**config.mk**
```make
export PLATFORM = sky130hd
export DESIGN_NAME = receive_instr
export DESIGN_NICKNAME = d
export VERILOG_FILES = /design/src/rtl/receive_instr.sv
export SDC_FILE = /design/constraint.sdc
export NUM_CORES = 1
export LEC_CHECK = 0
export CAP_MARGIN = 25
export CORE_UTILIZATION = 60
export DETAILED_ROUTE_END_ITERATION = 8
export PLACE_DENSITY = 0.85
export SLEW_MARGIN = 30
export SYNTH_ARGS = -nofsm -noshare
export SYNTH_HDL_FRONTEND = slang
export SYNTH_SLANG_ARGS = --single-unit
export TNS_END_PERCENT = 30
```
**constraint.sdc**
```tcl
create_clock -name r_clk -period 4.5 [get_ports r_clk]
set_clock_uncertainty 0.05 [all_clocks]
set_input_delay 0.675 -clock r_clk [delete_from_list [all_inputs] [get_ports r_clk]]
set_output_delay 0.675 -clock r_clk [all_outputs]
set_load 0.02 [all_outputs]
```
**src/rtl/receive_instr.sv**
```systemverilog
// Instruction receiver: frames the transmitter stream on START/STOP marker words and
// buffers the payload in a fall-through FIFO. The sync request is throttled so the FIFO never overflows.
module receive_instr #(
   parameter int          IWIDTH     = 32,
   parameter int          DEPTH      = 16,
   parameter logic [31:0] START_WORD = 32'hAAAA_AAAA,
   parameter logic [31:0] STOP_WORD  = 32'h5555_5555
) (
   input  logic                     r_clk,
   input  logic                     r_rst,
   input  logic                     r_i_start,
   input  logic [IWIDTH-1:0]        r_i_instr,
   input  logic                     r_i_ack,
   output logic                     r_o_syn,
   input  logic                     r_i_rd_en,
   output logic [IWIDTH-1:0]        r_o_instr,
   output logic                     r_o_valid,
   output logic [$clog2(DEPTH):0]   r_o_count,
   output logic                     r_o_done,
   output logic                     r_o_err
);
   localparam int AW = $clog2(DEPTH);
   localparam int CW = AW + 1;

   localparam logic [1:0] S_IDLE = 2'd0;
   localparam logic [1:0] S_HUNT = 2'd1;
   localparam logic [1:0] S_LOAD = 2'd2;
   localparam logic [1:0] S_DONE = 2'd3;

   logic [1:0]        r_state;
   logic [IWIDTH-1:0] r_mem [DEPTH];
   logic [AW-1:0]     r_wr_ptr;
   logic [AW-1:0]     r_rd_ptr;
   logic [CW-1:0]     r_count;

   logic [1:0]        w_state_nxt;
   logic [CW-1:0]     w_count_nxt;
   logic              w_is_start;
   logic              w_is_stop;
   logic              w_push;
   logic              w_pop;
   logic              w_full;
   logic              w_write;
   logic              w_ovf;

   assign w_is_start = (r_i_instr == IWIDTH'(START_WORD));
   assign w_is_stop  = (r_i_instr == IWIDTH'(STOP_WORD));

   assign w_full  = (r_count == CW'(DEPTH));
   assign w_pop   = r_i_rd_en && (r_count != '0);
   assign w_push  = (r_state == S_LOAD) && r_i_ack && !w_is_stop;
   // A pop in the same cycle frees the slot, so a full FIFO can still accept the word.
   assign w_write = w_push && (!w_full || w_pop);
   assign w_ovf   = w_push && w_full && !w_pop;

   always_comb begin
      w_count_nxt = r_count;
      if (w_write && !w_pop)      w_count_nxt = r_count + CW'(1);
      else if (!w_write && w_pop) w_count_nxt = r_count - CW'(1);
   end

   always_comb begin
      w_state_nxt = r_state;
      case (r_state)
         S_IDLE: if (r_i_start)              w_state_nxt = S_HUNT;
         S_HUNT: if (r_i_ack && w_is_start)  w_state_nxt = S_LOAD;
         S_LOAD: if (r_i_ack && w_is_stop)   w_state_nxt = S_DONE;
         S_DONE: if (r_count == '0)          w_state_nxt = S_IDLE;
         default:                            w_state_nxt = S_IDLE;
      endcase
   end

   always_ff @(posedge r_clk) begin
      if (r_rst) begin
         r_state  <= S_IDLE;
         r_wr_ptr <= '0;
         r_rd_ptr <= '0;
         r_count  <= '0;
         r_o_syn  <= 1'b0;
         r_o_err  <= 1'b0;
      end else begin
         r_state <= w_state_nxt;
         r_count <= w_count_nxt;
         if (w_write) r_wr_ptr <= r_wr_ptr + AW'(1);
         if (w_pop)   r_rd_ptr <= r_rd_ptr + AW'(1);
         if (w_ovf)   r_o_err  <= 1'b1;
         // Two free slots absorb the ack the transmitter may still return after syn falls.
         r_o_syn <= ((w_state_nxt == S_HUNT) || (w_state_nxt == S_LOAD)) &&
                    (w_count_nxt <= CW'(DEPTH - 3));
      end
   end

   always_ff @(posedge r_clk) begin
      if (!r_rst && w_write) r_mem[r_wr_ptr] <= r_i_instr;
   end

   assign r_o_valid = (r_count != '0);
   assign r_o_instr = r_o_valid ? r_mem[r_rd_ptr] : '0;
   assign r_o_count = r_count;
   assign r_o_done  = (r_state == S_DONE);

endmodule

```
=== Word-level counts from Yosys, hierarchy flattened ===
Memories as Yosys holds them, arrays and structs flattened. A register that Yosys moved wholly into a read port is not among the register bits.
Cells that the tools add are included.

* $add $sub $neg: 4
* Multiply operators: 0
* Div/mod/pow operators: 0
* Magnitude comparators: 1
* Equality and inequality tests: 8
* Shifts and indexed selects: 0
* Mux-type cells: 12
* Bitwise operators: 0
* Reductions and logical operators: 22

{| class="wikitable"
|+ Operators with widths
! cell !! number
|-
| $eq 32x31->1 const B || 1
|-
| $eq 32x32->1 const B || 1
|-
| $mux 32 || 1
|-
| $logic_and 1x1->1 || 12
|-
| $mux 5 || 2
|-
| $add 4x1->4 const B || 2
|-
| $mux 2 || 4
|-
| $mux 4 || 2
|-
| $pmux 2 s4 || 1
|-
| $eq 2x2->1 const B || 3
|-
| $add 5x1->5 const B || 1
|-
| $eq 5x5->1 const B || 1
|-
| $le 5x4->1 const B || 1
|-
| $logic_not 1->1 || 5
|-
| $logic_not 5->1 || 1
|-
| $reduce_bool 5->1 || 1
|-
| $sub 5x1->5 const B || 1
|-
| $eq 2x1->1 const B || 2
|-
| $logic_not 2->1 || 1
|-
| $logic_or 1x1->1 || 2
|-
| $mux 1 || 2
|}

* Register bits: 17
* Bits in latches: 0
* Bits in writable memories: 512
* Bits in read-only memories: 0
* Input bits: 37
* Output and inout port bits: 41
* Logic and storage cells: 54
* Memories kept: 1

{| class="wikitable"
|+ Memory list
! name !! depth !! width !! rd ports !! clocked after Yosys merged registers in !! wr ports !! line !! source
|-
| r_mem || 16 || 32 || 1 || 1 || 1 || 31 || <nowiki>logic [IWIDTH-1:0] r_mem [DEPTH];</nowiki>
|}

=== Depth between registers and ports, before layout ===
* Word-level depth: 10
* Mapped depth: 12
* Gate-level depth less buffers: 11

=== Least setup slack after synthesis ===
No wires, ideal clock.

* Path kind: input to register
* Start: in r_i_ack
* End: mem r_mem[15][0], enable pin
* Setup time: 421 ps
* Arrival: 3,023 ps
* Required time: 4,029 ps
* Path slack: 1,006 ps
* Stages: 6
* Path buffers: 1
* Cell sequence: and3_1 clkbuf_1 nand2_1 nor2_1 nand2_1 nor2_1

* Longest elaborated chain between the ends: 6

{| class="wikitable"
|+ RTL lines
! what !! line !! source
|-
| from (decl) || 13 || <nowiki>input logic r_i_ack,</nowiki>
|-
| $logic_and 1x1->1 (2 in a row) || 51 || <nowiki>assign w_push = (r_state == S_LOAD) && r_i_ack && !w_is_stop;</nowiki>
|-
| $logic_and 1x1->1 || 53 || <nowiki>assign w_write = w_push && (!w_full || w_pop);</nowiki>
|-
| $logic_and 1x1->1 || 94 || <nowiki>if (!r_rst && w_write) r_mem[r_wr_ptr] <= r_i_instr;</nowiki>
|-
| $mux 1 || 94 ||
|-
| $mux 1 (implied by the code) || 94 ||
|-
| to (decl) || 31 ||
|}

No other way between the ends.

==> metrics <==
hold_buf cts=0; Area Growth Syn to Fin=18.1%; CTS max path bufs=3; clk sinks=between 500 and 600; DRC Markers=0; kind of critical path=reg2out; delay-heaviest family, CP=multiplexers; max-slew violations=0; Total GRT Usage=0.295; sequential power share=0.566; Die ar.=about 35000 um^2; Worst Tran Pin Value=0.935 ns; worst relative slew slack=0.376; Die Span X=~190 um; slowest cell on the critical path=dfxtp_4; Internal Power=between 7 and 8 mW; Gate Count Post-Synth=about 900; status=completed; cells resized by post-CTS repair=0; setup bufs post-CTS=0; Crit path top cell by count=mux4_2; Final Hold Vio Count=0; Pre-antenna DRT Iters=5; non-filler cells, final=between 1500 and 2000; Avg Inst Size Synth=about 23 um^2; Lkg Pwr=between 7 and 8 nW; drt via density=slightly below 7; Post-Syn Area=a little over 20000 um^2; I/O Buffers=77; Initial DRC Count=about 1300; Detail Placement HPWL=roughly 29000 um; setup tns final=0 ns; TritonCTS buffer count=50; max cap viols=0; vias in the first global route=around 11000; WL/cell=approximately 32 um; delay of the slowest critical-path stage=just over 0.6 ns; Syn Nets=between 900 and 1000; post-synthesis mux area share=0.174; GR Overflow Total=0; ANT cells=0; Die H=about 190 um; share of layout cells above drive strength 1=0.304; Post-synth EDFFs=between 500 and 600; fillers=~1800; CTS tree=done; Critical Path AT=~3.5 ns; I/O pin cnt=78; Achievable Freq=about 240 MHz; Worst-Skew Late Latency=approximately 0.57 ns; #FFs+latches synth=533; worst r2r src=r_o_count[1]$_SDFF_PP0_; Comb pwr share=0.017; XOR/XNOR Fraction of Synth Area=0.00254; largest family of logic cells by synthesized area=multiplexers; Clk pwr share=0.418; initial antenna violation count=0; Rows=between 60 and 70; switch share=0.202; Max FO, Critical Path=40; switching power=~1.9 mW; post-synth cell types=47; min-delay src=r_o_err$_SDFFE_PP0P_; routability cong.=about 0.76; Buf/Inv on CP=2; dpl ws=0.277 ns; Multi-input gate area=between 4000 and 5000 um^2; Pwr Density=a little under 400 nW/um^2; maximum vdd drop=0.000405 V; Synth Flop Type=edfxtp_1; ys async rst share=0; register area share after synthesis=0.762; nets=roughly 1100; CP Cell Sequence=buf_12 > mux4_2 > mux4_2 > and2_1 > clkdlybuf4s50_1; Ys Warns=0; Crit. End Element=output port; post-route setup slack=around 0.31 ns; Root Driver=clkbuf_16; Synth Area in Simple Gates=0.0378; adder-cell share of the synthesized area=0.00423; CORE AREA=roughly 34000 um^2; initial core utilization=0.614; H-Tree Level Count=2; post-synthesis compound-gate area fraction=0.00767; R2R Setup Slk=1.26 ns; CTS clk-pin slew, worst paths=0.06 ns; Via Count=roughly 11000; pin count of the biggest net entering global routing=71; WP data required=approximately 3.8 ns; Hold Path Class=reg2reg; Final Cycle Share=0.930; Worst setup SP type=register; register area=between 15000 and 20000 um^2; first-pass GRT wire length=74300 um; Placed Instances=about 1500; final setup violation count=0; placed cell area=22900 um^2; Post-DRT Antenna Nets=0; drt total wl=50400 um; RSZ-0062 raised after global routing=false; Final Cell Area=approximately 24000 um^2; Core Util, Final=0.724; min cycle time layout=~4.2 ns
## synth_stat cells (5+ instances only)
master	n	area, um^2
nor2_1	34	128
a21oi_1	7	35.0
and4bb_1	6	75.1
nand3_1	7	35.0
dfxtp_1	21	420
nor4bb_1	5	50.1
edfxtp_1	512	15400
inv_1	6	22.5
nor3_1	7	35.0
and2_1	33	206
buf_2	14	70.1
mux4_2	160	3600
clkbuf_1	27	101
ha_1	7	87.6
nand2_1	20	75.1
## routing by layer
layer / GRT usage / wire (um) / vias up
met5: 0 / 0 / -
met4: 0.105 / 1550 / 0
met3: 0.0563 / 4580 / 114
met2: 0.488 / 25800 / 743
met1: 0.397 / 18500 / 5585
li1: - / - / 4199
## path summary, 6_finish.rpt
kind / end / cells past startpoint
hold / removal: r_o_err$_SDFFE_PP0P_ / 2
hold reg to reg: r_o_err$_SDFFE_PP0P_ / 2
setup / recovery: r_o_instr[25] / 5
setup reg to reg: r_o_syn$_SDFF_PP0_ / 11
## state kept, by name, indices dropped and copies added, names as in the netlist, named ones only
| register | count |
|---|---|
| r_wr_ptr | 4 |
| r_state | 2 |
| r_o_count | 5 |
| r_mem | 512 |
| r_rd_ptr | 4 |
| r_o_syn | 1 |
| r_o_err | 1 |
## cell usage in the layout, fill, tap and decap left out, types with 16 or more instances in the layout
cell type,Yosys,layout
clkdlybuf4s50_1,0,77
clkbuf_16,0,50
edfxtp_1,512,512
buf_4,0,61
dfxtp_1,21,17
nor2_1,34,18
and2_1,33,33
mux4_2,160,160
nand2_1,20,20
nor2_4,0,16
## per-stage QoR
step	total power [mW]	hold WS, ns
after detailed placement	5.69	0.428
final	9.60	0.435
after floorplan	5.56	0.418
after global placement	5.69	0.418
after CTS	9.62	0.445
after global routing	9.81	0.477
## worst min-delay path, delay by kind of cell, from the launching register on
kind | cells | cell delay [ns]
flip-flops | 1 | 0.34
AND/OR/NAND/NOR | 1 | 0.07
AO/OA/AOI/OAI | 1 | 0.04
## logic make-up (layout without fill, tap and decap cells)
logic type      after synthesis  count (layout)
mux                         161             161
simple gates                135             135
flops                       533             533
buf+inv                      52             256
fa+ha+maj                     7               7
compound gates               22              22
xor+xnor                      6               6
## layout make-up
cell class	count	share of cell area
Clock buffer	59	0.0525
Clock inverter	31	0.00971
Inverter	7	0.00107
Multi-Input combinational cell	331	0.197
Sequential cell	533	0.646
Tap cell	448	0.0229
Timing Repair Buffer	159	0.0713
## power groups by stage
stage / combinational (mW) / sequential, mW / clock (mW)
after floorplan: 0.0209 / 5.54 / 0
after global placement: 0.150 / 5.54 / 0
after detailed placement: 0.159 / 5.54 / 0
after CTS: 0.160 / 5.43 / 4.03
after global routing: 0.170 / 5.43 / 4.22
final: 0.163 / 5.43 / 4.01
No activity file was read; power rests on OpenSTA's default activity.
